`src/rtl/sump_cmd_sequencer.sv`:
```
// sump_cmd_sequencer: frames UART bytes into SUMP short/long commands, holds capture
// configuration registers and issues single-cycle command pulses.
module sump_cmd_sequencer #(
    parameter int          TIMEOUT_CYCLES = 1_000_000,
    parameter logic [23:0] DIV_RESET      = 24'h0,
    parameter logic [15:0] READ_RESET     = 16'h0,
    parameter logic [15:0] DELAY_RESET    = 16'h0
) (
    input  logic        system_clock,
    input  logic        ext_reset_n,
    input  logic [7:0]  rx_data,
    input  logic        rx_valid,
    input  logic        capture_busy,
    output logic [23:0] sample_div,
    output logic [15:0] read_count,
    output logic [15:0] delay_count,
    output logic [7:0]  trig_rise_mask,
    output logic [7:0]  trig_fall_mask,
    output logic        cfg_update,
    output logic        arm_pulse,
    output logic        soft_reset_pulse,
    output logic        id_req,
    output logic        meta_req,
    output logic        cmd_error
);
    localparam int            TW     = $clog2(TIMEOUT_CYCLES + 1);
    localparam logic [TW-1:0] T_LAST = TW'(TIMEOUT_CYCLES - 1);

    typedef enum logic {IDLE, COLLECT} state_t;

    state_t        r_state;
    logic [1:0]    r_cnt;
    logic [7:0]    r_op, r_b1, r_b2, r_b3;
    logic [TW-1:0] r_timer;
    logic          w_short, w_done, w_known, w_exec, w_short_ok;

    assign w_short    = r_state == IDLE && rx_valid && !rx_data[7];
    assign w_done     = r_state == COLLECT && rx_valid && r_cnt == 2'd3;
    assign w_known    = r_op == 8'h80 || r_op == 8'h81 || r_op == 8'hC1;
    assign w_exec     = w_done && w_known && !capture_busy;
    assign w_short_ok = rx_data == 8'h00 || rx_data == 8'h02 || rx_data == 8'h04 ||
                        (rx_data == 8'h01 && !capture_busy);

    // The 4th payload byte is used straight from rx_data, so only b1..b3 are stored.
    always_ff @(posedge system_clock or negedge ext_reset_n) begin
        if (!ext_reset_n) begin
            r_state          <= IDLE;
            r_cnt            <= '0;
            r_op             <= '0;
            r_b1             <= '0;
            r_b2             <= '0;
            r_b3             <= '0;
            r_timer          <= '0;
            sample_div       <= DIV_RESET;
            read_count       <= READ_RESET;
            delay_count      <= DELAY_RESET;
            trig_rise_mask   <= '0;
            trig_fall_mask   <= '0;
            cfg_update       <= 1'b0;
            arm_pulse        <= 1'b0;
            soft_reset_pulse <= 1'b0;
            id_req           <= 1'b0;
            meta_req         <= 1'b0;
            cmd_error        <= 1'b0;
        end else begin
            soft_reset_pulse <= w_short && rx_data == 8'h00;
            arm_pulse        <= w_short && rx_data == 8'h01 && !capture_busy;
            id_req           <= w_short && rx_data == 8'h02;
            meta_req         <= w_short && rx_data == 8'h04;
            cmd_error        <= (w_short && !w_short_ok) || (w_done && !(w_known && !capture_busy));
            cfg_update       <= w_exec;
            if (w_exec && r_op == 8'h80)
                sample_div <= {r_b2, r_b3, rx_data};
            if (w_exec && r_op == 8'h81) begin
                read_count  <= {r_b1, r_b2};
                delay_count <= {r_b3, rx_data};
            end
            if (w_exec && r_op == 8'hC1) begin
                trig_fall_mask <= r_b3;
                trig_rise_mask <= rx_data;
            end
            if (r_state == IDLE) begin
                r_timer <= '0;
                r_cnt   <= '0;
                if (rx_valid && rx_data[7]) begin
                    r_op    <= rx_data;
                    r_state <= COLLECT;
                end
            end else if (rx_valid) begin
                r_timer <= '0;
                r_cnt   <= r_cnt + 2'd1;
                if (r_cnt == 2'd0) r_b1 <= rx_data;
                if (r_cnt == 2'd1) r_b2 <= rx_data;
                if (r_cnt == 2'd2) r_b3 <= rx_data;
                if (r_cnt == 2'd3) r_state <= IDLE;
            end else if (r_timer == T_LAST) begin
                r_state <= IDLE;
            end else begin
                r_timer <= r_timer + TW'(1);
            end
        end
    end
endmodule

```
`config.mk`:
```
export PLATFORM = sky130hd
export DESIGN_NAME = sump_cmd_sequencer
export DESIGN_NICKNAME = d
export VERILOG_FILES = /design/src/rtl/sump_cmd_sequencer.sv
export SDC_FILE = /design/constraint.sdc
export NUM_CORES = 1
export LEC_CHECK = 0
export BUFFER_PORTS_ARGS = -buffer_cell sky130_fd_sc_hd__buf_2
export CAP_MARGIN = 10
export CORE_ASPECT_RATIO = 2
export CORE_MARGIN = 4
export CORE_UTILIZATION = 29
export CTS_CLUSTER_DIAMETER = 50
export DETAILED_ROUTE_END_ITERATION = 10
export PLACE_DENSITY = 0.47
export SLEW_MARGIN = 20
export SYNTH_ARGS = -nofsm -noshare
export SYNTH_HDL_FRONTEND = slang
export SYNTH_SLANG_ARGS = --single-unit
```
`constraint.sdc`:
```
create_clock -name system_clock -period 2.3 [get_ports system_clock]
set_input_delay 0.23 -clock system_clock [delete_from_list [all_inputs] [get_ports system_clock]]
set_output_delay 0.23 -clock system_clock [all_outputs]
set_load 0.01 [all_outputs]
```
# Word-level counts from Yosys, hierarchy flattened
# Index checks and enable logic that the tools add are counted.
# totals
output_inout_bits	78
inputBits	12
elab_cells	78
ff_bits	133
# classes
reduce_logical	35
muxes	10
n_addsub	2
n_bitwise	1
n_eq_ne	12
# ops
operator	count
two-way mux 20 bit	3
equality test 8 bit, second input constant	3
adder 20 x 1 -> 20 bit, second input constant	1
equality test 20 bit, second input constant	1
logical AND 1 bit	19
AND reduction 3 bit	3
equality test 8 x 1 -> 1 bit, second input constant	1
equality test 8 x 2 -> 1 bit, second input constant	1
equality test 8 x 3 -> 1 bit, second input constant	1
zero test 8 bit	1
logical OR 1 bit	6
two-way mux 1 bit	5
equality test 2 bit, second input constant	2
zero test 1 bit	4
two-way mux 2 bit	2
inequality test 3 bit, second input constant	1
adder 2 x 1 -> 2 bit, second input constant	1
equality test 2 x 1 -> 1 bit, second input constant	1
zero test 2 bit	1
inequality test 2 bit, second input constant	1
AND reduction 2 bit	1
inverter 1 bit	1

# Depth between registers and ports, before layout
# depth
depth_word	7
mapped_depth	7
depth_no_buf	5

# Least setup slack after synthesis
# No wires, ideal clock.
# synth_path
path_kind	reg2reg
startpoint	register r_cnt[0]
endpoint	register delay_count[0]
t_arrival_ps	1709
setup_ps	125
path_buffers	2
required_time_ps	2175
path_stages_with_launch	8
period_less_slack_ps	1834
slack_ps	466
cell_sequence	dfrtp_1 > ha_1 > and3_1 > nand3_2 > or3_1 > buf_6 > buf_12 > mux2_4
# synth_via
elab_chain_cells	5
# synth_rtl
element	line_no	source
start, declared	32	logic [1:0] r_cnt;
start signal, assigned	91	r_cnt <= r_cnt + 2'd1;
equality test 2 bit	38	assign w_done = r_state == COLLECT && rx_valid && r_cnt == 2'd3;
logical AND 1 bit	38	
logical AND 1 bit (2 in a row)	40	assign w_exec = w_done && w_known && !capture_busy;
logical AND 1 bit	74	if (w_exec && r_op == 8'h81) begin
end signal, assigned	76	delay_count <= {r_b3, rx_data};
end, declared	16	output logic [15:0] delay_count,
# No other way between the ends.
# A chain may end at the register's enable or synchronous reset.

# Worst setup path in the final report
# layout_path
startpoint	register r_cnt[0]
endpoint	register delay_count[2]
# Same word-level chain as after synthesis.

==> out/results.tsv <==
stage	metric	value	unit
timing	rsz0062_at_grt	false	
critical_path	r2r-end	delay_count[2]$_DFFE_PN0P_	
timing	period_needed	2.07	ns
clock_network	clock_latency	0.41	ns
placed_design	place_hpwl	9940	um
finish	fill_cells	1919	
critical_path	cp.arrival	2.36	ns
critical_path	reg2reg_depth	6	
floorplan	fp.dieH	206	um
power_and_ir_drop	p_seq_frac	0.475	
timing	holdWs	0.189	ns
finish	mostFrequentLayoutCell	dfrtp_1	
power_and_ir_drop	clockPowerShare	0.442	
route	postRouteAntennaNets	0	
finish	drive_gt1_frac	0.468	
yosys	synthTopCellsByArea	dfrtp_1 (59%), mux2_4 (13%), mux2_2 (9.9%), buf_12 (1.8%), o21ai_0 (1.5%)	
yosys	synth_edf_count	0	
route	via_count	3468	
yosys	syn_inst	391	
global_route	grt_first_pass_wirelength	21600	um
global_route	grt_pass1_vias	3744	
clock_network	cts_resized	0	
timing	maxSlewViolCount	0	
min_path	hold_class	in -> reg	
yosys	synth_cell_types	42	
power_and_ir_drop	power.total	5.96	mW
timing	fin_setup_tns	0	ns
critical_path	reg2reg_slack	0.23	ns
global_route	antenna_found_initial	0	
route	drc_errors	0	
timing	max_slew_margin	0.553	
yosys	synth_top_area_frac	0.587	
power_and_ir_drop	vdd_drop_max	0.465	mV
yosys	avgSynthCellArea	14.5	um2
route	routedWlPerCell	18.0	um
yosys	synth_seq_cells	133	
critical_path	crit_path_start_kind	flip-flop	
critical_path	worstSetupPathType	reg -> reg	
placed_design	portBuffers	89	
floorplan	ios	90	
global_route	grt_overflow_total	0	
finish	diodes	0	
timing	finalSetupViolations	0	
route	drtPass1Iterations	4	
outcome	status	finished, final reports clean	
critical_path	crit_required	2.59	ns
floorplan	dieWidth	107	um
critical_path	path_max_fanout	17	
route	drtIter0Drc	129	
route	drt-total-wl	13800	um
min_path	min_to	r_state$_DFF_PN0_	
min_path	hold_depth	2	
yosys	ys_seq_area_frac	0.587	
finish	final_cell_mix	dfrtp_1 (133), buf_2 (88), mux2_2 (50), mux2_4 (50)	
power_and_ir_drop	combPwrFrac	0.082	
min_path	hp-start	rx_valid	
critical_path	worst_setup_path_end_kind	flip-flop	
floorplan	coreArea	0.0193	mm2
timing	fmax	483	MHz
power_and_ir_drop	p_sw	1.47	mW
finish	nets	512	
timing	period_share	0.900	
power_and_ir_drop	leakagePower	3.60	nW
global_route	grtUsageTotal	0.131	
power_and_ir_drop	p_sw_frac	0.247	
timing	finClkSkew	0.00994	ns
yosys	yosysWarnings	0	
clock_network	cts_setup_buffers	0	
floorplan	initial_utilization	0.294	
yosys	syn-cell-area	0.00567	mm2
clock_network	cts_tree	yes	
clock_network	cts_buffers	17	
clock_network	cts_root_buf	clkbuf_16	
run	cap_viol_max_count	0	
timing	hold_viol	0	
power_and_ir_drop	p_int	4.49	mW
finish	area.growth.synth_to_final	23.1	%
yosys	yosys.area.top_type	dfrtp_1	
clock_network	clock_path_buffers	2	
floorplan	die_area	0.0220	mm2
yosys	synth_ff_type	dfrtp_1	
clock_network	cts.clk_slew.worst_paths	0.06	ns
route	routed_via_density	4.53	
yosys	async_flop_share	1.00	
placed_design	place_congestion	0.782	
floorplan	rows	72	
yosys	synth_nets	408	
critical_path	r2r-start	r_cnt[0]$_DFFE_PN0P_	
power_and_ir_drop	p_per_area	854	mW/mm2
global_route	grt_max_degree	62	
timing	tightest_slew	0.671	ns
clock_network	htreeDepth	4	
clock_network	cts_sinks	133	
[flip-flops by register name, summed over array words and instances, names as in the netlist, 2 cells and up]
signal	flops
trig_rise_mask	8
trig_fall_mask	8
r_b1	8
r_op	8
r_timer	20
r_b3	8
r_b2	8
r_cnt	2
delay_count	16
sample_div	24
read_count	16
[critical path, stage by stage (launching register included)]
cell and delay, ns:
dfrtp_1 0.42, ha_1 0.19, and3_1 0.20, nand3_2 0.11
or3_2 0.44, buf_4 0.25, mux2_4 0.33
[synthesized netlist by cell type, types with 3 or more instances]
cell type and number:
mux2_2 50, or3_1 11, mux2_4 50, and4_1 4
nor2_1 10, inv_1 5, clkbuf_1 7, and2_1 3
dfrtp_1 133, o21ai_0 17, nand4_1 6, xor2_1 3
a21oi_1 13, and3_1 6, nand2b_1 3, nor2b_1 3
nand2_1 12, ha_1 5, nor3_1 3, buf_12 5
nand3_1 12
[cell type report]
| cell class | instances | area, um2 | share of cell area |
|---|---|---|---|
| flip-flops and latches | 133 | 3330 | 0.477 |
| multi-input cells | 237 | 2170 | 0.311 |
| repair buffers | 101 | 569 | 0.0816 |
| clock buffers | 19 | 443 | 0.0635 |
| well taps | 259 | 324 | 0.0464 |
| clock inverters | 11 | 129 | 0.0185 |
| inverters | 5 | 18.8 | 0.00269 |
[through the flow]
stage / std cells / cell area (um2) / worst slack, ns / util
floorplan: 391 / 5670 / 0.466 / -
global placement: 734 / 6400 / 0.294 / 0.332
detailed placement: 734 / 6400 / 0.228 / 0.332
CTS: 765 / 6980 / 0.211 / 0.362
global route: 765 / 6980 / 0.101 / 0.362
finish: 765 / 6980 / 0.230 / 0.362
[power by group through the flow]
stage | Clock [mW] | Combinational, mW | Sequential, mW
after floorplan | 0 | 0.341 | 2.79
after global placement | 0 | 0.484 | 2.87
after detailed placement | 0 | 0.506 | 2.88
after CTS | 2.70 | 0.508 | 2.84
after global routing | 2.82 | 0.552 | 2.87
final | 2.63 | 0.491 | 2.83
[worst max path at each step]
stage,depth (start not counted),startpoint,end,slack [ns]
6_report,6,r_cnt[0]$_DFFE_PN0P_,delay_count[2]$_DFFE_PN0P_,0.23
5_1_grt,6,r_cnt[0]$_DFFE_PN0P_,read_count[8]$_DFFE_PN0P_,0.10
3_3_place_gp,6,r_cnt[0]$_DFFE_PN0P_,read_count[8]$_DFFE_PN0P_,0.29
3_5_place_dp,6,r_cnt[0]$_DFFE_PN0P_,delay_count[2]$_DFFE_PN0P_,0.23
2_1_floorplan,7,r_cnt[0]$_DFFE_PN0P_,delay_count[0]$_DFFE_PN0P_,0.47
4_1_cts,6,r_cnt[0]$_DFFE_PN0P_,delay_count[2]$_DFFE_PN0P_,0.21
[metal layers]
layer	GRT usage	part of all wire
met5	0	0
met4	0.0544	0.019
met3	0.0270	0.030
met2	0.255	0.59
met1	0.131	0.37
[kinds of logic after synthesis]
kind of cell	count (synthesis)	synth area share
flops	133	0.587
mux	102	0.235
simple gates	86	0.0898
compound gates	39	0.0380
buf+inv	21	0.0311
xor+xnor	5	0.00773
fa+ha+maj	5	0.0110
[what timing repair did]
action | in CTS | in global routing
endpoints found under the hold margin | 42 | 0
setup endpoints to repair | 0 | 0
hold buffers | 1 | 0
Note: power is estimated with default switching activity, not from simulation.
